--- config.mk ---
export PLATFORM = sky130hd
export DESIGN_NAME = mem_port_arbiter
export DESIGN_NICKNAME = d
export VERILOG_FILES = /design/src/rtl/mem_port_arbiter.sv
export SDC_FILE = /design/constraint.sdc
export NUM_CORES = 1
export LEC_CHECK = 0
export CAP_MARGIN = 25
export CORE_UTILIZATION = 35
export CTS_BUF_LIST = sky130_fd_sc_hd__clkbuf_16
export CTS_CLUSTER_SIZE = 30
export DETAILED_ROUTE_END_ITERATION = 12
export GPL_ROUTABILITY_DRIVEN = 0
export PLACE_DENSITY = 0.83
export SETUP_SLACK_MARGIN = 0.05
export SKIP_LAST_GASP = 1
export SLEW_MARGIN = 40
export SYNTH_ARGS = -nofsm -noshare
export SYNTH_HDL_FRONTEND = slang
export SYNTH_SLANG_ARGS = --single-unit
export TNS_END_PERCENT = 100
--- constraint.sdc ---
create_clock -name clk -period 8.2 [get_ports clk]
set_clock_uncertainty 0.05 [all_clocks]
set_input_delay 0.82 -clock clk [delete_from_list [all_inputs] [get_ports clk]]
set_output_delay 0.82 -clock clk [all_outputs]
set_load 0.01 [all_outputs]
--- src/rtl/mem_port_arbiter.sv ---
// ---------------------------------------------------------------------------
// mem_port_arbiter
//
// Shares the single memory port of the multi-cycle core between the core
// (fetch/load/store) and the debug/program-loader port. One transaction is in
// flight at a time. Ties are broken round-robin against the last granted
// requester. The fixed memory read latency is timed with a small down-counter.
// Misaligned or illegal-size requests are granted and answered with err
// without ever strobing the memory.
//
// Ports:
//   clk, rst                  clock, synchronous active-high reset
//   core_req/we/size/addr/wdata   core request (held until core_gnt)
//   core_gnt/done/err/rdata       core responses (one-cycle gnt/done pulses)
//   dbg_*                         same set for the debug requester
//   mem_en/we/size/addr/wdata     memory command, valid while mem_en=1
//   mem_rdata                     read data, MEM_LATENCY cycles after mem_en
//   owner                         0=core, 1=dbg; current/last granted requester
// ---------------------------------------------------------------------------
module mem_port_arbiter #(
    parameter int ADDR_WIDTH  = 32,
    parameter int DATA_WIDTH  = 32,
    parameter int MEM_LATENCY = 1
) (
    input  logic                  clk,
    input  logic                  rst,
    input  logic                  core_req,
    input  logic                  core_we,
    input  logic [1:0]            core_size,
    input  logic [ADDR_WIDTH-1:0] core_addr,
    input  logic [DATA_WIDTH-1:0] core_wdata,
    output logic                  core_gnt,
    output logic                  core_done,
    output logic                  core_err,
    output logic [DATA_WIDTH-1:0] core_rdata,
    input  logic                  dbg_req,
    input  logic                  dbg_we,
    input  logic [1:0]            dbg_size,
    input  logic [ADDR_WIDTH-1:0] dbg_addr,
    input  logic [DATA_WIDTH-1:0] dbg_wdata,
    output logic                  dbg_gnt,
    output logic                  dbg_done,
    output logic                  dbg_err,
    output logic [DATA_WIDTH-1:0] dbg_rdata,
    output logic                  mem_en,
    output logic                  mem_we,
    output logic [1:0]            mem_size,
    output logic [ADDR_WIDTH-1:0] mem_addr,
    output logic [DATA_WIDTH-1:0] mem_wdata,
    input  logic [DATA_WIDTH-1:0] mem_rdata,
    output logic                  owner
);

    typedef enum logic [1:0] {IDLE, ISSUE, WAIT, RESP} state_t;

    // WAIT is entered with this count and leaves when it reaches zero, so
    // WAIT lasts exactly MEM_LATENCY cycles.
    localparam logic [1:0] LAT_M1 = 2'(MEM_LATENCY - 1);

    state_t                state_reg, state_next;
    logic [1:0]            cnt_reg, cnt_next;
    logic                  owner_reg;
    logic                  we_reg;
    logic [1:0]            size_reg;
    logic [ADDR_WIDTH-1:0] addr_reg;
    logic [DATA_WIDTH-1:0] wdata_reg;
    logic                  err_reg;
    logic [DATA_WIDTH-1:0] rdata_reg [2];

    // Requesters packed by index: 0=core, 1=dbg (same encoding as owner).
    logic [1:0]            req_vec;
    logic [1:0]            we_vec;
    logic [1:0]            size_vec  [2];
    logic [ADDR_WIDTH-1:0] addr_vec  [2];
    logic [DATA_WIDTH-1:0] wdata_vec [2];

    assign req_vec      = {dbg_req, core_req};
    assign we_vec       = {dbg_we, core_we};
    assign size_vec[0]  = core_size;
    assign size_vec[1]  = dbg_size;
    assign addr_vec[0]  = core_addr;
    assign addr_vec[1]  = dbg_addr;
    assign wdata_vec[0] = core_wdata;
    assign wdata_vec[1] = dbg_wdata;

    logic winner;
    logic misaligned;
    logic load;
    logic capture;

    // Sole requester wins; on a tie the one that was not granted last wins.
    always_comb begin
        winner = req_vec[1];
        if (req_vec[0] && req_vec[1]) begin
            winner = ~owner_reg;
        end
    end

    always_comb begin
        misaligned = 1'b0;
        case (size_vec[winner])
            2'b01:   misaligned = addr_vec[winner][0];
            2'b10:   misaligned = |addr_vec[winner][1:0];
            2'b11:   misaligned = 1'b1;
            default: misaligned = 1'b0;
        endcase
    end

    // Next-state logic
    always_comb begin
        state_next = state_reg;
        cnt_next   = cnt_reg;
        load       = 1'b0;
        case (state_reg)
            IDLE: begin
                if (|req_vec) begin
                    load       = 1'b1;
                    state_next = misaligned ? RESP : ISSUE;
                end
            end
            ISSUE: begin
                state_next = WAIT;
                cnt_next   = LAT_M1;
            end
            WAIT: begin
                if (cnt_reg == 2'd0) begin
                    state_next = RESP;
                end else begin
                    cnt_next = cnt_reg - 2'd1;
                end
            end
            RESP: begin
                state_next = IDLE;
            end
            default: begin
                state_next = IDLE;
            end
        endcase
    end

    always_ff @(posedge clk) begin
        if (rst) begin
            state_reg <= IDLE;
            cnt_reg   <= 2'd0;
            owner_reg <= 1'b1;
            we_reg    <= 1'b0;
            size_reg  <= 2'd0;
            addr_reg  <= '0;
            wdata_reg <= '0;
            err_reg   <= 1'b0;
        end else begin
            state_reg <= state_next;
            cnt_reg   <= cnt_next;
            if (load) begin
                owner_reg <= winner;
                we_reg    <= we_vec[winner];
                size_reg  <= size_vec[winner];
                addr_reg  <= addr_vec[winner];
                wdata_reg <= wdata_vec[winner];
                err_reg   <= misaligned;
            end
        end
    end

    // Read data lands on the last WAIT cycle; writes leave rdata untouched.
    assign capture = (state_reg == WAIT) && (cnt_reg == 2'd0) && !we_reg;

    genvar gi;
    generate
        for (gi = 0; gi < 2; gi++) begin : g_rdata
            always_ff @(posedge clk) begin
                if (rst) begin
                    rdata_reg[gi] <= '0;
                end else if (capture && (owner_reg == 1'(gi))) begin
                    rdata_reg[gi] <= mem_rdata;
                end
            end
        end
    endgenerate

    // Response pulses; the misaligned path grants in its RESP cycle.
    logic issue;
    logic resp;
    logic gnt_pulse;

    assign issue     = (state_reg == ISSUE);
    assign resp      = (state_reg == RESP);
    assign gnt_pulse = issue | (resp & err_reg);

    assign core_gnt   = gnt_pulse & ~owner_reg;
    assign dbg_gnt    = gnt_pulse & owner_reg;
    assign core_done  = resp & ~owner_reg;
    assign dbg_done   = resp & owner_reg;
    assign core_err   = resp & err_reg & ~owner_reg;
    assign dbg_err    = resp & err_reg & owner_reg;
    assign core_rdata = rdata_reg[0];
    assign dbg_rdata  = rdata_reg[1];

    assign mem_en    = issue;
    assign mem_we    = issue & we_reg;
    assign mem_size  = issue ? size_reg : 2'd0;
    assign mem_addr  = issue ? addr_reg : '0;
    assign mem_wdata = issue ? wdata_reg : '0;

    assign owner = owner_reg;

endmodule

======== After elaboration in Yosys (flattened, before gate mapping) ========
Memories as Yosys holds them, arrays and structs flattened.
Cells that the tools add are included.
storage, ports and cells
  flip-flop bits (word level) ............. 73
  latch bits .............................. 0
  bits in writable memories ............... 64
  ROM bits ................................ 0
  output and inout bits ................... 139
  memories kept ........................... 1
operators by class
  $add $sub $neg .......................... 1
  $mul .................................... 0
  divide/modulo/power cells ............... 0
  order comparisons ....................... 2
  equal/unequal tests ..................... 9
  shifts and indexed selects .............. 0
  multiplexer cells ....................... 34
  bitwise logic cells ..................... 13
  reduce and logical (&&, ||, !) cells .... 13
memories
  memory     depth  width  read ports  clocked after Yosys merged registers in  write ports  RTL line  RTL
  rdata_reg  2      32     2           0                                        2            68        logic [DATA_WIDTH-1:0] rdata_reg [2];
operator list
  cell                 count
  $mux 32              10
  $mux 2               8
  $mux 1               13
  $and 1x1->1          8
  $eq 2x2->1 const B   4
  $pmux 2 s4           1
  $ne 2x2->1 const B   3
  $logic_and 1x1->1    5
  $eq 2x1->1 const B   2
  $logic_not 2->1      2
  $pmux 2 s2           1
  $reduce_and 2->1     2
  $reduce_or 2->1      2
  $or 1x1->1           3
  $pmux 1 s3           1
  $ge 2x2->1 const B   1
  $lt 1x2->1 const B   1
  $not 1->2            1
  $reduce_bool 2->1    1
  $sub 2x1->2 const B  1
  $logic_not 1->1      1
  $not 1->1            1

======== Depth between registers and ports, before layout ========
  depth in word-level cells ............... 11
  depth in mapped cells ................... 7

======== Worst setup path after synthesis ========
No wires, ideal clock.
  path type ............................... reg2reg
  start point ............................. register state_reg[0]
  end point ............................... memory rdata_reg[0][0], enable pin
  data arrival time ....................... 2,524 ps
  data required time ...................... 7,722 ps
  slack ................................... 5,198 ps
  cell stages (with the launch flop) ...... 6
  path buffers ............................ 0
  cells stage by stage .................... dfxtp_1 -> inv_1 -> ha_1 -> nand2_1 -> or2_2 -> o21bai_1
RTL lines
  item                    RTL line  RTL
  from (decl)             60        state_t state_reg, state_next;
  from (signal assigned)  152       state_reg <= state_next;
  to (decl)               68

======== Worst setup path after layout ========
  start point ............................. register state_reg[1]
  end point ............................... output port dbg_gnt
between the ends
  word-level cells in the longest chain between the ends .. 4
ends and longest elaborated chain
  item             RTL line  RTL
  $eq 2x2->1       187       assign resp = (state_reg == RESP);
  $and 1x1->1      188       assign gnt_pulse = issue | (resp & err_reg);
  $or 1x1->1 (*)   188
  $and 1x1->1 (*)  191       assign dbg_gnt = gnt_pulse & owner_reg;
  to (decl)        41        output logic dbg_gnt,
Mark *: on every way between the ends. The rest lies on a longest branch, timed or not.

==> flow_summary.json <==
{
  "row_count": 48,
  "vias_per_cell": 4.71,
  "path_cells": "inv_1 -> ha_2 -> buf_4 -> a21oi_1 -> nor2_1 -> clkdlybuf4s50_1",
  "drv.max_cap_violation_count": 0,
  "post-route-period-util_pct": 41.0,
  "seqPwrFrac_pct": 36.7,
  "number_of_global_route_vias_before_repair": 5125,
  "min_from": "cnt_reg[0]",
  "peakVddDrop_mv": 0.157,
  "timing.hold.worst.class": "register to register",
  "wl_per_cell_um": 15.5,
  "finish.net_count": 1036,
  "largest_reg_flops": 64,
  "ctsHtreeMaxLevel": 4,
  "power.combinational.fraction_pct": 35.1,
  "power.static_leakage_nw": 3.78,
  "clock_sink_count": 137,
  "cpLargestDelayFamily": "buffers and inverters",
  "die_w_um": 135,
  "synth.cell_area_sq_um": 6200,
  "syn_avg_cell_area_sq_um": 10.9,
  "initial_core_util_pct": 35.9,
  "pin_count": 309,
  "gate_count_post_synth": 569,
  "grt_pass1_wl_mm": 26.6,
  "via_count": 5162,
  "power.clock.fraction_pct": 28.2,
  "total_switching_power_mw": 0.830,
  "switching_share_pct": 31.5,
  "run_status": "finished clean",
  "antenna_violating_nets_post_route": 0,
  "fillerInstances": 1471,
  "slowest_stage": "sky130_fd_sc_hd__clkdlybuf4s50_1",
  "setup.worst_path.start_class": "register",
  "finalSetupTns_ns": 0,
  "cts_root_buffer": "sky130_fd_sc_hd__clkbuf_16",
  "timing.critical_path.arrival_ns": 2.49,
  "grt_setup_unrepaired": "false",
  "critPathMaxStageDelay_ns": 0.57,
  "cp.required_ns": 7.33,
  "timing.critical_path.fanout_max": 55,
  "grt_max_degree": 95,
  "register_area_share_after_synthesis_pct": 54.5,
  "clock_insertion_delay_at_the_later_pin_of_the_skew_report_ns": 0.41,
  "r2r-start": "owner",
  "cp_num_cells": 6,
  "number_of_detailed_routing_iterations_run_before_antenna_repair": 4,
  "yosys_register_bits": 137,
  "critPathLaunch": "state_reg[1]",
  "synth_cell_types": 31,
  "fp.coreArea_sq_um": 17300,
  "cts_tree": "built",
  "global_route.usage.total_pct": 19.1,
  "hold_violation_count_in_the_final_report": 0,
  "finalMaxSlewViolations": 0,
  "layout-drive-gt1-share_pct": 5.96,
  "post-layout-total-power_mw": 2.64,
  "r2r.worst_path.cells": 4,
  "synthArstFlopShare_pct": 0,
  "die_h_um": 135,
  "max_clock_freq_mhz": 297,
  "end_kind": "primary output",
  "clk_transition_reported_paths_ns": 0.05,
  "detail_route.drc_violations": 0,
  "hold_path_depth": 1,
  "max-clock-path-buffers": 2,
  "main_synth_ff_type": "sky130_fd_sc_hd__dfxtp_1",
  "post_cts.repair.setup_buffers": 0,
  "antenna_cells_inserted": 0,
  "worst_slew_pin_slew_ns": 0.774,
  "cts_hold_fix_bufs": 0,
  "die-area_sq_um": 18300,
  "worstSetupPathType": "register to primary output",
  "routed_wl_mm": 17.0,
  "antenna_found_initial": 0,
  "timing.max_slew.rel_slack_pct": 48.4,
  "critical_path.n_buffers_inverters": 3,
  "detailedRoute.firstIterationViolations": 189,
  "tritoncts.num_buffers": 17,
  "area_growth_pct": 62.5,
  "synth_enable_flop_cells": 64,
  "cts-resized-gates": 0,
  "grt_overflow_total": 0,
  "synth_warnings": 0,
  "final-setup-viol-count": 0,
  "dpl.hpwl_mm": 12.5,
  "period_minus_slack_ns": 3.36,
  "p_int_mw": 1.81,
  "io_buffer_count": 308,
  "powerDensity_nw_per_um2": 262,
  "syn-num-nets": 745
}
-- synthesized netlist by cell type, types with 5 or more instances --
cell | number | area (sq um)
sky130_fd_sc_hd__mux2i_1 | 67 | 671
sky130_fd_sc_hd__a21oi_1 | 5 | 25.0
sky130_fd_sc_hd__dfxtp_1 | 73 | 1460
sky130_fd_sc_hd__edfxtp_1 | 64 | 1920
sky130_fd_sc_hd__buf_4 | 6 | 45.0
sky130_fd_sc_hd__and2_1 | 132 | 826
sky130_fd_sc_hd__inv_1 | 6 | 22.5
sky130_fd_sc_hd__nor2_1 | 78 | 293
sky130_fd_sc_hd__clkbuf_1 | 33 | 124
sky130_fd_sc_hd__ha_1 | 6 | 75.1
sky130_fd_sc_hd__a211oi_1 | 69 | 518
-- kinds of logic after synthesis --
| kind of cell | synth area share [%] |
|---|---|
| buffers and inverters | 3.81 |
| muxes | 10.8 |
| and+or+nand+nor | 19.6 |
| AOI/OAI and AO/OA | 10.0 |
| adders and majority gates | 1.21 |
| DFF | 54.5 |
-- power groups by stage --
stage / combinational, mW / clock [mW] / sequential (mW)
after CTS: 0.941 / 0.765 / 0.969
after global routing: 1.02 / 0.799 / 0.987
after floorplan: 0.490 / 0 / 0.986
final: 0.925 / 0.745 / 0.967
after global placement: 0.898 / 0 / 0.975
after detailed placement: 0.936 / 0 / 0.982
-- layout make-up --
| type | instances | area (sq um) | area share, % |
|---|---|---|---|
| sequential | 137 | 3380 | 33.6 |
| clock inverter | 14 | 149 | 1.48 |
| multi-input combinational | 381 | 2630 | 26.1 |
| clock buffer | 17 | 425 | 4.22 |
| tap | 225 | 282 | 2.79 |
| inverter | 6 | 22.5 | 0.224 |
| timing repair buffer | 317 | 3190 | 31.6 |
-- layer usage --
metal	global-route usage (%)	vias up	part of all wire, %	routed length, um
li1	-	2579	-	-
met1	21.3	2329	39	6700
met2	33.4	239	50	8450
met3	7.81	15	9.7	1660
met4	5.37	0	1.2	196
met5	0	-	0	0
-- path summary, 6_finish.rpt --
path,endpoint,slack [ns]
worst min-delay path,cnt_reg[0],0.44
worst max-delay path,dbg_gnt,4.84
worst max register to register,we_reg,5.82
worst min register to register,cnt_reg[0],0.44
-- metrics by stage --
step / worst slack (ns) / utilization [%] / hold slack (ns) / std cells / area, sq um
finish: 4.84 / 58.3 / 0.436 / 1097 / 10100
global route: 4.61 / 58.3 / 0.452 / 1097 / 10100
CTS: 4.73 / 58.2 / 0.429 / 1097 / 10100
detailed placement: 4.94 / 54.9 / 0.413 / 1066 / 9500
global placement: 4.69 / 54.6 / 0.405 / 1063 / 9440
floorplan: 5.20 / - / 0.387 / 569 / 6200
-- layout by cell type, fill, tap and decap left out, drive strengths merged, types with 6 or more instances in the layout --
cell type      Yosys  final
edfxtp            64     64
a21oi              6      6
and2             132    132
clkdlybuf4s50      0    307
a211oi            70     70
ha                 6      6
nor3               6      6
nor2              78     78
mux2i             67     67
dfxtp             73     73
inv                6      9
buf               12     10
clkbuf            33     17
Power figures use the tool's default switching activity.
